## src/rtl/reg_write_arbiter.sv

```systemverilog
// Four-requester round-robin arbiter owning a single shared register.
// A winner is granted in IDLE, commits its lane in GRANT, and the result is held for one COMMIT cycle.
module reg_write_arbiter #(
    parameter int unsigned WIDTH = 8
) (
    input  logic               clk,
    input  logic               reset,
    input  logic [3:0]         req,
    input  logic [4*WIDTH-1:0] wdata,
    output logic [3:0]         gnt,
    output logic [3:0]         ack,
    output logic [WIDTH-1:0]   q,
    output logic [WIDTH-1:0]   qbar,
    output logic               busy
);

    typedef enum logic [1:0] {
        IDLE   = 2'd0,
        GRANT  = 2'd1,
        COMMIT = 2'd2
    } state_t;

    state_t           state;
    state_t           state_n;
    logic [1:0]       ptr;
    logic [1:0]       ptr_n;
    logic [1:0]       win;
    logic [1:0]       win_n;
    logic [1:0]       cand;
    logic [3:0]       gnt_n;
    logic [3:0]       ack_n;
    logic [WIDTH-1:0] q_n;
    logic             busy_n;

    // Highest-priority requester: scan lowest priority first so the ptr slot is written last.
    always_comb begin
        cand = ptr;
        for (int i = 3; i >= 0; i--) begin
            if (req[ptr + 2'(i)]) begin
                cand = ptr + 2'(i);
            end
        end
    end

    always_comb begin
        state_n = state;
        ptr_n   = ptr;
        win_n   = win;
        gnt_n   = gnt;
        ack_n   = 4'b0000;
        q_n     = q;

        case (state)
            IDLE: begin
                if (|req) begin
                    win_n   = cand;
                    gnt_n   = 4'b0001 << cand;
                    state_n = GRANT;
                end
            end
            GRANT: begin
                if (req[win]) begin
                    q_n     = wdata[32'(win) * WIDTH +: WIDTH];
                    ack_n   = 4'b0001 << win;
                    ptr_n   = win + 2'd1;
                    state_n = COMMIT;
                end else begin
                    // Winner withdrew before committing: drop the grant, keep q and ptr.
                    gnt_n   = 4'b0000;
                    state_n = IDLE;
                end
            end
            COMMIT: begin
                gnt_n   = 4'b0000;
                state_n = IDLE;
            end
            default: begin
                gnt_n   = 4'b0000;
                state_n = IDLE;
            end
        endcase

        busy_n = (state_n != IDLE);
    end

    always_ff @(posedge clk or negedge reset) begin
        if (!reset) begin
            state <= IDLE;
            ptr   <= 2'd0;
            win   <= 2'd0;
            gnt   <= 4'b0000;
            ack   <= 4'b0000;
            q     <= '0;
            busy  <= 1'b0;
        end else begin
            state <= state_n;
            ptr   <= ptr_n;
            win   <= win_n;
            gnt   <= gnt_n;
            ack   <= ack_n;
            q     <= q_n;
            busy  <= busy_n;
        end
    end

    assign qbar = ~q;

endmodule
```

## config.mk

```make
export PLATFORM = sky130hd
export DESIGN_NAME = reg_write_arbiter
export DESIGN_NICKNAME = d
export VERILOG_FILES = /design/src/rtl/reg_write_arbiter.sv
export SDC_FILE = /design/constraint.sdc
export NUM_CORES = 1
export LEC_CHECK = 0
export BUFFER_PORTS_ARGS = -buffer_cell sky130_fd_sc_hd__buf_4
export CAP_MARGIN = 20
export CORE_MARGIN = 4
export CORE_UTILIZATION = 42
export CTS_BUF_LIST = sky130_fd_sc_hd__clkbuf_4 sky130_fd_sc_hd__clkbuf_8
export CTS_CLUSTER_SIZE = 20
export DETAILED_ROUTE_END_ITERATION = 12
export HOLD_SLACK_MARGIN = 0.06
export PLACE_DENSITY_LB_ADDON = 0.15
export SYNTH_ARGS = -nofsm -noshare
export SYNTH_HDL_FRONTEND = slang
export SYNTH_SLANG_ARGS = --single-unit
```

## constraint.sdc

```tcl
create_clock -name clk -period 1.48 [get_ports clk]
set_input_delay 0.148 -clock clk [delete_from_list [all_inputs] [get_ports clk]]
set_output_delay 0.148 -clock clk [all_outputs]
set_load 0.005 [all_outputs]
```

==> results.toml, run 1 <==
[worst_hold_path]
tightest_hold_check_type = "input port to asynchronous set/reset pin"

[route]
routed-via-count = 1119
drc = 0
detail-route-antenna-nets = 0
drt_pre_antenna_iters = 4
detail_route.wirelength_mm = 3.308
detail_route.iter0.violations = 22
detail_route.vias_per_cell = 5.303
route.detailed.wl_per_inst_um = 15.68

[finish]
areaGrowthSynthToFinish_pct = 56.40
layout.cell_area.non_filler_um2 = 1912
drive_gt1_share_pct = 53.33
layout.filler_cells = 218
diodes = 0
final_cells = 211
final_nets = 223

[logic_synthesis]
yosys.area_share.adder_pct = 4.094
syn_inst = 107
yosys-mux-area-fraction_pct = 18.42
synthTopCellsByCount = "dfrtp_1, inv_1, o21ai_0"
yosys.area_share.xor_xnor_pct = 0
synthTopCellsByArea = "dfrtp_1, mux4_2, o21ai_0"
ys_seq_elements = 23
synth_cell_type_count = 26
dominantRegCellSynth = "dfrtp_1"
synthArstFlopShare_pct = 100.0
synth_warnings = 0
yosys.cell_count.top_type = "dfrtp_1"
share_of_synthesized_area_occupied_by_flip_flops_and_latches_pct = 47.08
synth_edf_count = 0
syn_avg_cell_area_um2 = 11.42
synth_top_family_by_area = "multiplexers"
mappedNetlistNets = 149
synthSimpleGateAreaFrac_pct = 12.69
post_synthesis_compound_gate_area_fraction_pct = 11.98
portion_of_synthesized_cell_area_occupied_by_the_leading_cell_type_pct = 47.08
synth_area_um2 = 1222
synth_top_area_cell = "dfrtp_1"

[timing]
fin_worst_skew_ns = 0.001127
maxSlewViolCount = 0
postLayoutSetupSlackWorst_ns = -0.07881
period_needed_ns = 1.559
relSlewSlack_pct = 70.75
min_period_over_period_pct = 105.3
setup-violations-final = 5
hold_viol_final = 0
setup_repair_after_global_routing_missed_its_margin = "true"
fmax_ghz = 0.6415
max_slew.worst_pin.slew_ns = 0.4347

[global_routing]
global_route.overflow_total = 0
grt_max_degree = 24
number_of_global_route_vias_before_repair = 1140
globalRouteTotalUtil_pct = 17.23
grt_antenna_before_repair = 0
global_route_wire_length_before_repair_mm = 4.885

[clocking]
cts_h_tree_depth = 1
worst_skew_late_latency_ns = 0.31
cts.sink_count = 23
cts_tree = "done"
clock_path_buffers = 2
numCtsBuffers = 3
clkSlewWorstSetupHoldPaths_ns = 0.12
cts_root_buf = "clkbuf_4"

[power_and_ir_drop]
worst_ir_drop_vdd_mv = 1.347
power.density_nw_per_um2 = 1900
power_leakage_uw = 0.0009720

[floorplanning]
core_um2 = 2758
start_util_pct = 44.33
design.portCount = 63
std_cell_rows = 19
fp.dieH_um = 61.95
floorplan.die.width_um = 61.95
fp.dieArea_um2 = 3838

[flow_run]
timing.max_cap.violations = 0

[place]
detailed_place.area_um2 = 1777
gp_routability_congestion = 0.7764
placement.io_buffers = 62
dp_hpwl_mm = 2.542
dp.cells = 203

[setup_path]
worstSetupPathType = "register to register"
setup.worst_path.end_class = "register"
crit_path_max_fanout = 4
critical_path_arrival_ns = 1.77
startpoint_type = "register"
reg2reg_from = "win[0]$_DFFE_PN0P_"
cp.required_ns = 1.69
startpoint = "win[0]$_DFFE_PN0P_"

[status]
failed_checks = "setup timing"
status = "finished, violations left"
==> power by group <==
group          internal (uW)  switching, uW  leakage, uW
sequential               903            160     0.000291
combinational           1270           1020     0.000663
clock                    101            185    0.0000177
total                   2270           1360     0.000972
==> kinds of logic (layout without fill, tap and decap cells) <==
kind of cell / after synthesis / after routing
AND/OR/NAND/NOR: 29 / 29
flip-flops: 23 / 23
AO/OA/AOI/OAI: 22 / 22
buffers and inverters: 18 / 91
multiplexers: 11 / 11
adder cells (fa/ha/maj): 4 / 4
==> layout by cell type (no fill, tap or decap), types with 4 or more instances in the layout <==
cell type / n
buf_4: 68
dfrtp_1: 22
inv_1: 13
mux4_2: 9
nand3_1: 8
o21ai_1: 6
nand2_1: 5
nor2b_1: 4
and3_1: 4
ha_1: 4
==> metrics by stage <==
| step | setup slack (ns) | TNS, ns | hold WS [ns] | total power, uW | util (%) |
|---|---|---|---|---|---|
| floorplan | -0.07033 | -0.2648 | -0.1476 | 2086 | - |
| global placement | 0.01758 | 0 | 0.05410 | 2982 | 64.43 |
| detailed placement | -0.03686 | -0.06862 | 0.05833 | 3050 | 64.43 |
| CTS | -0.05876 | -0.1365 | 0.2573 | 3426 | 66.33 |
| global route | -0.1238 | -0.9604 | 0.2621 | 3926 | 69.33 |
| finish | -0.07881 | -0.2241 | 0.2524 | 3632 | 69.33 |
==> cell type report <==
| type | instances | area [um2] | area share, % |
|---|---|---|---|
| Clock buffer | 3 | 22.52 | 1.178 |
| Multi-Input combinational cell | 66 | 616.8 | 32.26 |
| Clock inverter | 1 | 5.005 | 0.2618 |
| Tap cell | 31 | 38.79 | 2.029 |
| Sequential cell | 23 | 576.8 | 30.17 |
| Inverter | 14 | 55.05 | 2.880 |
| Timing Repair Buffer | 73 | 596.8 | 31.22 |
==> critical path, stage by stage (launching register included) <==
cell and delay, ns:
dfrtp_1 0.41, mux4_2 0.57, a22o_4 0.29, a32o_1 0.20
==> path summary, 6_finish.rpt <==
kind	to	slack [ns]	cells past startpoint
worst min-delay path	gnt[3]$_DFFE_PN0P_	0.25	2
min in group clk	gnt[3]$_DFFE_PN0P_	0.27	3
worst max register to register	gnt[2]$_DFFE_PN0P_	-0.08	3
max in group asynchronous	ptr[1]$_DFFE_PN0P_	0.99	2
worst min register to register	gnt[0]$_DFFE_PN0P_	0.51	2
worst max-delay path	gnt[2]$_DFFE_PN0P_	-0.08	3
==> flip-flops by register name, indices dropped and copies added, names as in the netlist <==
name   count
ptr        2
q          8
ack        4
busy       1
state      2
win        2
gnt        4
==> what timing repair did <==
action / 4_1_cts / 5_1_grt
endpoints found under the hold margin: 23 / 0
setup buffers: 1 / 2
hold buffers: 1 / 0
setup endpoints to repair: 8 / 16
gates cloned: 0 / 1
pin swaps: 0 / 1
resized for setup: 10 / 12
==> metal layers <==
layer / up-vias / track usage, % / wire length, um
met2: 32 / 31.80 / 1904
met3: 2 / 4.339 / 162
met1: 550 / 19.69 / 1223
li1: 535 / - / -
met4: 0 / 4.242 / 18
met5: - / 0 / 0
No activity file was read; power rests on OpenSTA's default activity.
==> run 2, diff against run 1 <==
- CORE_UTILIZATION: 42 -> 50
- clock period: 1.48 -> 1.98 ns (I/O delays scaled with it)
==> run 2 against run 1 <==
Against the previous run:
- the flow now finishes without violations
- clock power is 23% lower
- worst setup slack improved by 0.34 ns
- routed wire length fell by 6.4%
- clock skew up 0.0058 ns
- combinational power fell by 40%
- maximum frequency down 9.1%
- global-route usage grew 2.7 points
- clock-buffer cell count stayed put
- final cell count is 4.7% lower
- non-clock buffer count is 7 lower
- worst hold slack better by 0.033 ns
- sequential share of layout area rose by 2.4 points
==> results.toml, run 2 (synthesized netlist as in run 1, its figures left out) <==
[route]
detail_route.wirelength_mm = 3.095
drc = 0
detail_route.vias_per_cell = 5.607
detail_route.iter0.violations = 34
detail-route-antenna-nets = 0
drt_pre_antenna_iters = 4
routed-via-count = 1127
route.detailed.wl_per_inst_um = 15.40

[floorplanning]
start_util_pct = 53.71
design.portCount = 63
fp.dieH_um = 57.45
floorplan.die.width_um = 57.45
fp.dieArea_um2 = 3300
core_um2 = 2276
std_cell_rows = 17

[timing]
final_sum_of_negative_setup_slack_ns = 0
maxSlewViolCount = 0
setup-violations-final = 0
relSlewSlack_pct = 58.16
period_needed_ns = 1.714
postLayoutSetupSlackWorst_ns = 0.2656
fin_worst_skew_ns = 0.006967
fmax_ghz = 0.5833
min_period_over_period_pct = 86.59
hold_viol_final = 0
max_slew.worst_pin.slew_ns = 0.6223
setup_repair_after_global_routing_missed_its_margin = "false"

[clocking]
cts.repair.resized = 0
cts_h_tree_depth = 1
cts_root_buf = "clkbuf_4"
worst_skew_late_latency_ns = 0.32
cts_tree = "done"
cts.repair_timing.setup_buffer_count = 0
cts.sink_count = 23
clkSlewWorstSetupHoldPaths_ns = 0.13
numCtsBuffers = 3
clock_path_buffers = 2

[global_routing]
grt_max_degree = 24
global_route_wire_length_before_repair_mm = 5.168
global_route.overflow_total = 0
number_of_global_route_vias_before_repair = 1227
grt_antenna_before_repair = 0
globalRouteTotalUtil_pct = 19.96

[finish]
final_cells = 201
post-route-util_pct = 77.57
areaGrowthSynthToFinish_pct = 44.42
diodes = 0
number_of_flip_flops_under_the_largest_register_name = 8
drive_gt1_share_pct = 47.40
final_nets = 216
largest_register_by_flop_count = "q"
layout.cells.most_common_list = "buf_4, dfrtp_1, inv_1"
mostFrequentLayoutCell = "buf_4"
largestRegisters = "q: 8 flops, ack: 4 flops, gnt: 4 flops"

[setup_path]
crit_path_max_fanout = 14
cp_top_family = "multiplexers"
worstSetupPathType = "register to register"
reg2regPathDepth = 3
critical_path_arrival_ns = 1.94
r2r_slack_ns = 0.27
worst_path_largest_cell_delay_ns = 0.66
cp.required_ns = 2.20
timing.critical_path.cells = "mux4_2 > nand2_1 > mux2_2"
cpMaxStageDelayCell = "mux4_2"
critPathBufInv = 0
reg2reg_from = "win[0]$_DFFE_PN0P_"
regToRegEndpoint = "ptr[1]$_DFFE_PN0P_"
setup.worst_path.end_class = "register"
startpoint_type = "register"
startpoint = "win[0]$_DFFE_PN0P_"

[power_and_ir_drop]
clkPwrFrac_pct = 9.3
p_int_uw = 1462
power_frac_seq_pct = 33.4
power.density_nw_per_um2 = 1348
combinationalPowerShare_pct = 57.3
p_sw_uw = 916.9
switching_share_pct = 38.54
worst_ir_drop_vdd_mv = 1.033
power_leakage_uw = 0.0009051

[place]
dp_slack_ns = 0.2931
placement.io_buffers = 62
dp_hpwl_mm = 2.446
dp.cells = 196
gp_routability_congestion = 0.7752

[worst_hold_path]
tightest_hold_check_type = "input port to asynchronous set/reset pin"

[flow_run]
timing.max_cap.violations = 0

[status]
status = "finished clean"
-- run 2: cell types whose count changed in the layout (fill, tap and decap cells not counted), sizes merged --
cell    change
buf         -6
clkbuf      -1
-- run 2: final cells by class --
type	count	area, um2
clock buffer	3	22.52
clock inverter	1	5.005
fill	149	510.5
inverter	14	52.55
multi-input combinational	66	576.8
sequential	23	575.6
tap	28	35.03
timing repair buffer	66	498.0
-- run 2: what timing repair did --
action                     CTS  global route
hold buffers                 1             0
hold endpoints to repair    23             0
setup endpoints to repair    0             0
-- run 2: layer usage --
metal  track usage [%]  vias up  routed length, um
met5                 0        -                  0
met4             5.298        0                 70
met3             6.109       10                269
met2             34.35       61               1564
met1             24.19      540               1190
li1                  -      516                  -
-- run 2: power groups by stage --
stage | Combinational (uW) | Sequential, uW | Clock (uW)
after floorplan | 746 | 807 | 0
after global placement | 1330 | 795 | 0
after detailed placement | 1370 | 801 | 0
after CTS | 1370 | 791 | 232
after global routing | 1520 | 816 | 250
final | 1360 | 794 | 221
-- run 2: through the flow --
step	cell area [um2]	hold slack (ns)	total power [uW]
after CTS	1765	0.2869	2397
final	1765	0.2852	2379
after floorplan	1222	-0.09759	1553
after global routing	1765	0.2950	2586
after detailed placement	1728	0.1072	2168
after global placement	1728	0.09859	2121
-- run 2: worst max-delay path by stage --
| stage | to | slack [ns] | cells past startpoint |
|---|---|---|---|
| global route | ptr[1]$_DFFE_PN0P_ | 0.19 | 3 |
| detailed placement | ptr[1]$_DFFE_PN0P_ | 0.29 | 3 |
| finish | ptr[1]$_DFFE_PN0P_ | 0.27 | 3 |
| CTS | ptr[1]$_DFFE_PN0P_ | 0.28 | 3 |
| global placement | ptr[1]$_DFFE_PN0P_ | 0.33 | 3 |
| floorplan | ptr[1]$_DFFE_PN0P_ | 0.40 | 3 |
-- run 2: worst register-to-register path: cells and delay by family, from the launching register on --
kind             cells  cell delay, ns
AND/OR/NAND/NOR      1            0.21
flip-flops           1            0.39
multiplexers         2            1.02
==> run 3, diff against run 2 <==
- BUFFER_PORTS_ARGS: -buffer_cell sky130_fd_sc_hd__buf_4 -> unset
- CELL_PAD_IN_SITES_DETAIL_PLACEMENT: unset -> 2
- CELL_PAD_IN_SITES_GLOBAL_PLACEMENT: unset -> 2
- CORE_UTILIZATION: 50 -> 41
- DONT_BUFFER_PORTS: unset -> 1
==> run 3 against run 2 <==
Against the previous run:
- clock skew shrank 0.0051 ns
- combinational power shrank 25%
- routed wire length is the same
- final cell count shrank 28%
- clock power shrank 2%
- register-to-register slack gained 0.13 ns
- largest cell class unchanged
- global-route usage shrank 2.4 points
- final area shrank 25%
- non-clock buffer count shrank 60
- core utilization shrank 30 points
- critical path type unchanged
==> results.toml, run 3 (synthesized netlist as in run 1, its figures left out) <==
[status]
status = "finished clean"

[finish]
drive_gt1_share_pct = 19.47
areaGrowthSynthToFinish_pct = 8.495
mostFrequentLayoutCell = "dfrtp_1"
seq_area_um2 = 575.6
diodes = 0
final_nets = 156
layout.filler_cells = 296
largest_register_by_flop_count = "q"
multi_input_area_um2 = 576.8
largestRegisters = "q: 8 flops, ack: 4 flops, gnt: 4 flops"
layout.cells.most_common_list = "dfrtp_1, inv_1, o21ai_0"
number_of_flip_flops_under_the_largest_register_name = 8

[power_and_ir_drop]
power.density_nw_per_um2 = 1552
worst_ir_drop_vdd_mv = 0.6857
power_leakage_uw = 0.0006151

[timing]
maxSlewViolCount = 0
worst_hold_slack_ns = 0.2188
period_needed_ns = 1.584
max_slew.worst_pin.slew_ns = 0.6438
relSlewSlack_pct = 56.71
final_sum_of_negative_setup_slack_ns = 0
fin_worst_skew_ns = 0.001892
fmax_ghz = 0.6311
setup-violations-final = 0
setup_repair_after_global_routing_missed_its_margin = "false"
hold_viol_final = 0
min_period_over_period_pct = 80.02
postLayoutSetupSlackWorst_ns = 0.3956

[route]
detail-route-antenna-nets = 0
route.detailed.wl_per_inst_um = 21.49
detail_route.iter0.violations = 14
detail_route.wirelength_mm = 3.095
routed-via-count = 856
detail_route.vias_per_cell = 5.944
drt_pre_antenna_iters = 2
drc = 0

[place]
dp_hpwl_mm = 2.421
placement.io_buffers = 0
dp_slack_ns = 0.4111
gp_routability_congestion = 0.8008

[worst_hold_path]
hold_path_startpoint = "req[1]"
tightest_hold_check_type = "input port to register"

[setup_path]
critical_path_arrival_ns = 1.79
setup.worst_path.end_class = "register"
reg2reg_from = "win[0]$_DFFE_PN0P_"
cp.required_ns = 2.18
crit_path_max_fanout = 5
startpoint_type = "register"
worstSetupPathType = "register to register"
startpoint = "win[0]$_DFFE_PN0P_"

[floorplanning]
core_um2 = 2805
floorplan.die.width_um = 62.61
design.portCount = 63
start_util_pct = 43.58
fp.dieH_um = 62.61
std_cell_rows = 19
fp.dieArea_um2 = 3919

[clocking]
cts_h_tree_depth = 1
cts.sink_count = 23
clock_path_buffers = 2
cts_root_buf = "clkbuf_4"
clkSlewWorstSetupHoldPaths_ns = 0.13
numCtsBuffers = 3
worst_skew_late_latency_ns = 0.30
cts_tree = "done"

[global_routing]
grt_max_degree = 24
global_route_wire_length_before_repair_mm = 5.533
number_of_global_route_vias_before_repair = 1058
global_route.overflow_total = 0
globalRouteTotalUtil_pct = 17.57
grt_antenna_before_repair = 0

[flow_run]
timing.max_cap.violations = 0
run 3: path summary, 6_finish.rpt:
kind / endpoint / slack, ns / cells after the start
hold / removal: gnt[0]$_DFFE_PN0P_ / 0.22 / 3
hold reg to reg: gnt[1]$_DFFE_PN0P_ / 0.54 / 2
setup / recovery: ptr[1]$_DFFE_PN0P_ / 0.40 / 3
setup reg to reg: ptr[1]$_DFFE_PN0P_ / 0.40 / 3
max in group asynchronous: win[1]$_DFFE_PN0P_ / 1.30 / 2
min in group asynchronous: gnt[1]$_DFFE_PN0P_ / 0.24 / 1
run 3: critical path, cell delays in order (launching register included):
cell	delay [ns]
dfrtp_1	0.40
mux4_2	0.54
nand2_1	0.18
mux2_2	0.36
run 3: stage by stage:
step           cells  area, um2  utilization, %  total power (uW)
5_1_grt          144       1326           47.28              2300
2_1_floorplan    107       1222               -              1553
3_3_place_gp     138       1274           45.41              1801
3_5_place_dp     138       1274           45.41              1860
6_report         144       1326           47.28              2059
4_1_cts          143       1311           46.74              2094
run 3: routing by layer:
layer | up-vias | wire length, um | GRT usage [%]
li1 | 395 | - | -
met1 | 425 | 1282 | 21.72
met2 | 34 | 1597 | 31.69
met3 | 2 | 187 | 4.496
met4 | 0 | 27 | 1.928
met5 | - | 0 | 0
run 3: repair_timing:
action                                  4_1_cts  5_1_grt
setup buffers                                 0        0
hold buffers                                  1        0
gates resized for setup                       0        0
endpoints found under the setup margin        0        0
endpoints found under the hold margin        23        0
run 3: area by class of cell:
class	instances	share of cell area (%)
Clock buffer	3	1.698
Clock inverter	1	0.3774
Inverter	14	3.962
Multi-Input combinational cell	66	43.49
Sequential cell	23	43.40
Tap cell	31	2.925
Timing Repair Buffer	6	4.151
run 3: power by group:
group          switching, uW  internal (uW)  leakage [uW]
sequential               153            674      0.000292
clock                    141           75.2     0.0000177
combinational            575            440      0.000305
